`src/rtl/if_fetch_unit_pkg.sv`:
```
// Shared pipeline types and constants for the IF and ID stages.
// if_id_t is the IF/ID register layout that decode also consumes.
package if_fetch_unit_pkg;

  localparam int          WORD_W    = 32;
  localparam logic [31:0] NOP_INSTR = 32'h0000_0000;
  localparam logic [31:0] RESET_PC  = 32'h0000_0000;

  typedef struct packed {
    logic [WORD_W-1:0] pc;
    logic [WORD_W-1:0] instr;
    logic              valid;
  } if_id_t;

  function automatic logic [WORD_W-1:0] word_align(input logic [WORD_W-1:0] addr);
    return {addr[WORD_W-1:2], 2'b00};
  endfunction

endpackage

```
`src/rtl/if_fetch_unit_if_id_reg.sv`:
```
// IF/ID pipeline register: bubble beats load, and load beats hold.
// One edge of latency. Hold is the only stall mechanism; there is no ready handshake.
module if_id_reg
  import if_fetch_unit_pkg::*;
#(
  parameter logic [WORD_W-1:0] BUBBLE_INSTR = 32'h0000_0000
) (
  input  logic   clk,
  input  logic   rst_n,
  input  logic   load,
  input  logic   bubble,
  input  if_id_t d,
  output if_id_t q
);

  if_id_t q_q;
  if_id_t q_d;

  always_comb begin
    q_d = q_q;
    if (bubble) begin
      q_d.pc    = '0;
      q_d.instr = BUBBLE_INSTR;
      q_d.valid = 1'b0;
    end else if (load) begin
      q_d = d;
    end
  end

  always_ff @(posedge clk or negedge rst_n) begin
    if (!rst_n) begin
      q_q.pc    <= '0;
      q_q.instr <= BUBBLE_INSTR;
      q_q.valid <= 1'b0;
    end else begin
      q_q <= q_d;
    end
  end

  assign q = q_q;

endmodule

```
`src/rtl/if_fetch_unit.sv`:
```
// Fetch stage: PC register, next-PC select, IF/ID register and saturating fetch counter.
// IF/ID outputs come straight from flops, so freeze/branch/flush only act at the next edge.
module if_fetch_unit #(
  parameter logic [31:0] RESET_PC  = if_fetch_unit_pkg::RESET_PC,
  parameter logic [31:0] NOP_INSTR = if_fetch_unit_pkg::NOP_INSTR,
  parameter int          CNT_W     = 16
) (
  input  logic                                clk,
  input  logic                                rst_n,
  input  logic                                freeze,
  input  logic                                branch_taken,
  input  logic [if_fetch_unit_pkg::WORD_W-1:0] branch_addr,
  input  logic                                flush,
  output logic [if_fetch_unit_pkg::WORD_W-1:0] imem_addr,
  input  logic [if_fetch_unit_pkg::WORD_W-1:0] imem_data,
  output logic [if_fetch_unit_pkg::WORD_W-1:0] if_id_pc,
  output logic [if_fetch_unit_pkg::WORD_W-1:0] if_id_instr,
  output logic                                if_id_valid,
  output logic [CNT_W-1:0]                    fetch_count
);

  import if_fetch_unit_pkg::*;

  logic [WORD_W-1:0] pc_q;
  logic [WORD_W-1:0] pc_d;
  logic [WORD_W-1:0] pc_plus4;
  logic [CNT_W-1:0]  fetch_count_q;
  logic [CNT_W-1:0]  fetch_count_d;
  logic              bubble;
  logic              load;
  if_id_t            if_id_d;
  if_id_t            if_id_q;

  // Wraps silently past the top of the address space.
  assign pc_plus4 = pc_q + 32'd4;
  assign bubble   = branch_taken | flush;
  assign load     = ~freeze;

  always_comb begin
    pc_d = pc_plus4;
    if (branch_taken) begin
      pc_d = word_align(branch_addr);
    end else if (freeze) begin
      pc_d = pc_q;
    end
  end

  always_comb begin
    fetch_count_d = fetch_count_q;
    if (!bubble && load && (fetch_count_q != {CNT_W{1'b1}})) begin
      fetch_count_d = fetch_count_q + 1'b1;
    end
  end

  always_ff @(posedge clk or negedge rst_n) begin
    if (!rst_n) begin
      pc_q          <= RESET_PC;
      fetch_count_q <= '0;
    end else begin
      pc_q          <= pc_d;
      fetch_count_q <= fetch_count_d;
    end
  end

  always_comb begin
    if_id_d.pc    = pc_plus4;
    if_id_d.instr = imem_data;
    if_id_d.valid = 1'b1;
  end

  if_id_reg #(
    .BUBBLE_INSTR(NOP_INSTR)
  ) u_if_id_reg (
    .clk   (clk),
    .rst_n (rst_n),
    .load  (load),
    .bubble(bubble),
    .d     (if_id_d),
    .q     (if_id_q)
  );

  assign imem_addr   = pc_q;
  assign if_id_pc    = if_id_q.pc;
  assign if_id_instr = if_id_q.instr;
  assign if_id_valid = if_id_q.valid;
  assign fetch_count = fetch_count_q;

endmodule

```
`config.mk`:
```
export PLATFORM = sky130hd
export DESIGN_NAME = if_fetch_unit
export DESIGN_NICKNAME = d
export VERILOG_FILES = /design/src/rtl/if_fetch_unit_pkg.sv /design/src/rtl/if_fetch_unit_if_id_reg.sv /design/src/rtl/if_fetch_unit.sv
export SDC_FILE = /design/constraint.sdc
export NUM_CORES = 1
export LEC_CHECK = 0
export CORE_AREA = 5 5 120 122
export DETAILED_ROUTE_END_ITERATION = 8
export DIE_AREA = 0 0 125 127
export GPL_TIMING_DRIVEN = 1
export PLACE_DENSITY = 0.76
export SLEW_MARGIN = 20
export SYNTH_ARGS = -nofsm -noshare
export SYNTH_HDL_FRONTEND = slang
export SYNTH_SLANG_ARGS = --single-unit
```
`constraint.sdc`:
```
create_clock -name clk -period 2.1 [get_ports clk]
set_clock_uncertainty 0.05 [all_clocks]
set_input_delay 0.42 -clock clk [delete_from_list [all_inputs] [get_ports clk]]
set_output_delay 0.42 -clock clk [all_outputs]
set_load 0.03 [all_outputs]
```
==> metrics.yaml <==
synth-main-ff-cell: "dfrtp_1"
p_seq_share_pct: 43.6
n_antenna_cell: 0
gp_congestion: 0.886
syn-instance-count: 549
port_buffers: 177
rrSetupSlack_ns: 0.06
dp_cells: 926
final_nets: 837
cp.arrival_ns: 1.61
antenna_left: 0
hold_class: "flop to flop"
die_h_um: 127
final_cell_mix: "clkdlybuf4s50_1 (173), dfrtp_1 (91), buf_4 (69)"
area_delta_synth_final_pct: 52.4
ir_drop_mv: 0.350
power_uw: 5590
fill_cells: 1012
num_rows: 42
first_pass_iters: 5
p_int_uw: 3850
synthTopCellsByArea: "dfrtp_1 (51%), a22o_1 (5.3%), nand2_1 (3.9%)"
synth_cell_type_count: 58
crit_slowest_cell: "clkdlybuf4s50_1"
cts-htree-levels: 3
hpwl_um: 12700
r2r_end: "imem_addr[31]"
drc: 0
yosysWarningCount: 0
timing.setup.tns_ns: 0
cts_buffer_depth: 2
hold_viol_final: 0
setup_viol: 0
path_buf_inv: 2
grt_first_pass_wirelength_um: 28200
drive_gt1_share_pct: 17.0
die_area_mm2: 0.0159
switchingPower_uw: 1740
switching_share_pct: 31.1
grt_pass1_vias: 5590
netlist.top_cell.by_area: "dfrtp_1"
vias: 5386
powerDensity_mw_per_mm2: 677
die-width_um: 125
crit_family: "buffers and inverters"
start_util_pct: 41.4
cts-root-buf: "clkbuf_16"
reg2reg_from: "imem_addr[24]"
antenna_found_initial: 0
gr-usage-all-layers_pct: 21.5
max_freq_mhz: 481
holdPathStages: 2
drv_slew: 0
status: "completed"
maxCapViolCount: 0
min_from: "u_if_id_reg.q[52]"
synth_edf_count: 0
mostFrequentLayoutCell: "clkdlybuf4s50_1"
crit_fanout: 6
startpoint_type: "flop"
finalNonFillerCells: 947
setup.worst_path.class: "flop to primary output"
finalCritPeriodShare_pct: 99.0
synth_top_area_share_pct: 50.8
overflow: 0
critPathRequiredTime_ns: 1.63
insertion_delay_ns: 0.35
avgRoutedWirePerCell_um: 18.8
p_comb_share_pct: 24.5
synth_seq_area_share_pct: 50.8
cp-end-kind: "primary output"
max_stage_delay_ns: 0.68
synthArstFlopShare_pct: 100
syn_area_mm2: 0.00542
cts_tree: "yes"
rsz0062_at_grt: "yes"
syn_avg_cell_area_um2: 9.88
io_pins: 182
post-route-min-period_ns: 2.08
path_cells: "buf_4 -> clkdlybuf4s50_1"
rr_worst_depth: 5
wirelength_um: 17800
core-area_mm2: 0.0131
synth_seq_cells: 110
min_to: "u_if_id_reg.q[52]"
first_iter_violations: 424
drt-vias-per-instance: 5.69
clock-sinks: 110
power.leakage_uw: 0.00339
cts_buffers: 9
grt_max_degree: 50
clkPwrFrac_pct: 31.9
cts.clk_slew.worst_paths_ns: 0.08
[area by class of cell]
class / instances / area, µm² / share of cell area (%)
Timing Repair Buffer: 252 / 2420 / 29.3
Inverter: 5 / 18.8 / 0.227
Clock buffer: 10 / 239 / 2.89
Tap cell: 176 / 220 / 2.67
Multi-Input combinational cell: 388 / 2520 / 30.5
Sequential cell: 110 / 2780 / 33.6
Clock inverter: 6 / 70.1 / 0.848
[sequential cells by signal (all words and copies together), names as in the netlist]
register and cells:
u_if_id_reg.q 64, imem_addr 30, fetch_count 16
[cells by family (layout without fill, tap and decap cells)]
| group | count (synthesis) | in the layout | synth area share, % |
|---|---|---|---|
| mux | 5 | 5 | 0.992 |
| buf+inv | 55 | 273 | 4.45 |
| fa+ha+maj | 2 | 2 | 0.462 |
| simple gates | 216 | 219 | 21.1 |
| flops | 110 | 110 | 50.8 |
| xor+xnor | 28 | 28 | 4.52 |
| compound gates | 132 | 132 | 17.6 |
| other cells | 1 | 2 | 0.0692 |
[per-layer routing]
| metal | vias up | global-route usage (%) | wire [µm] |
|---|---|---|---|
| met3 | 36 | 4.34 | 1160 |
| met2 | 238 | 35.3 | 8560 |
| met4 | 0 | 9.06 | 492 |
| met5 | - | 0 | 0 |
| li1 | 2484 | - | - |
| met1 | 2628 | 28.0 | 7560 |
[power by group through the flow]
stage / logic [µW] / clock network [µW] / registers, µW
6_report: 1370 / 1790 / 2440
5_1_grt: 1460 / 1890 / 2460
4_1_cts: 1360 / 1800 / 2430
3_5_place_dp: 1350 / 0 / 2470
3_3_place_gp: 1330 / 0 / 2460
2_1_floorplan: 358 / 0 / 2740
[timing repair]
item	in CTS	in global routing
hold buffers	1	0
hold endpoints to repair	28	0
cloned	0	3
pin swaps	1	6
buffers inserted	0	2
endpoints found under the setup margin	2	16
gates resized for setup	3	12
[worst max-delay path by stage]
stage,startpoint,end,depth (start not counted)
after detailed placement,freeze,imem_addr[31],6
after global routing,imem_addr[24],imem_addr[31],5
final,imem_addr[10],imem_addr[10],2
after global placement,freeze,imem_addr[31],6
after floorplan,imem_addr[20],imem_addr[30],4
after CTS,imem_addr[23],imem_addr[30],4
[per-stage QoR]
step / utilization, % / area [µm²] / setup WS (ns) / hold WS [ns]
2_1_floorplan: - / 5470 / 0.00602 / 0.0744
3_3_place_gp: 60.1 / 7860 / -0.353 / 0.331
3_5_place_dp: 60.1 / 7860 / -0.385 / 0.348
4_1_cts: 62.6 / 8190 / 0.00438 / 0.433
5_1_grt: 63.1 / 8260 / -0.0242 / 0.465
6_report: 63.1 / 8260 / 0.0200 / 0.433
[worst register-to-register path: cells and delay by family (launching register included)]
kind / cells / cell delay (ns)
AND/OR/NAND/NOR: 3 / 1.20
flip-flops: 1 / 0.37
AO/OA/AOI/OAI: 1 / 0.19
buffers and inverters: 1 / 0.18
[synth_stat cells (11+ instances only)]
library cell / n
dfrtp_1: 110
xnor2_1: 23
nand2_1: 57
buf_2: 13
or4_1: 24
a31oi_1: 21
a22o_1: 33
nand3_1: 29
o21ai_0: 27
nor2_1: 36
o31ai_1: 12
nand4_1: 15
clkbuf_1: 26
nor3_1: 13
o211ai_1: 11
Power figures use the tool's default switching activity.
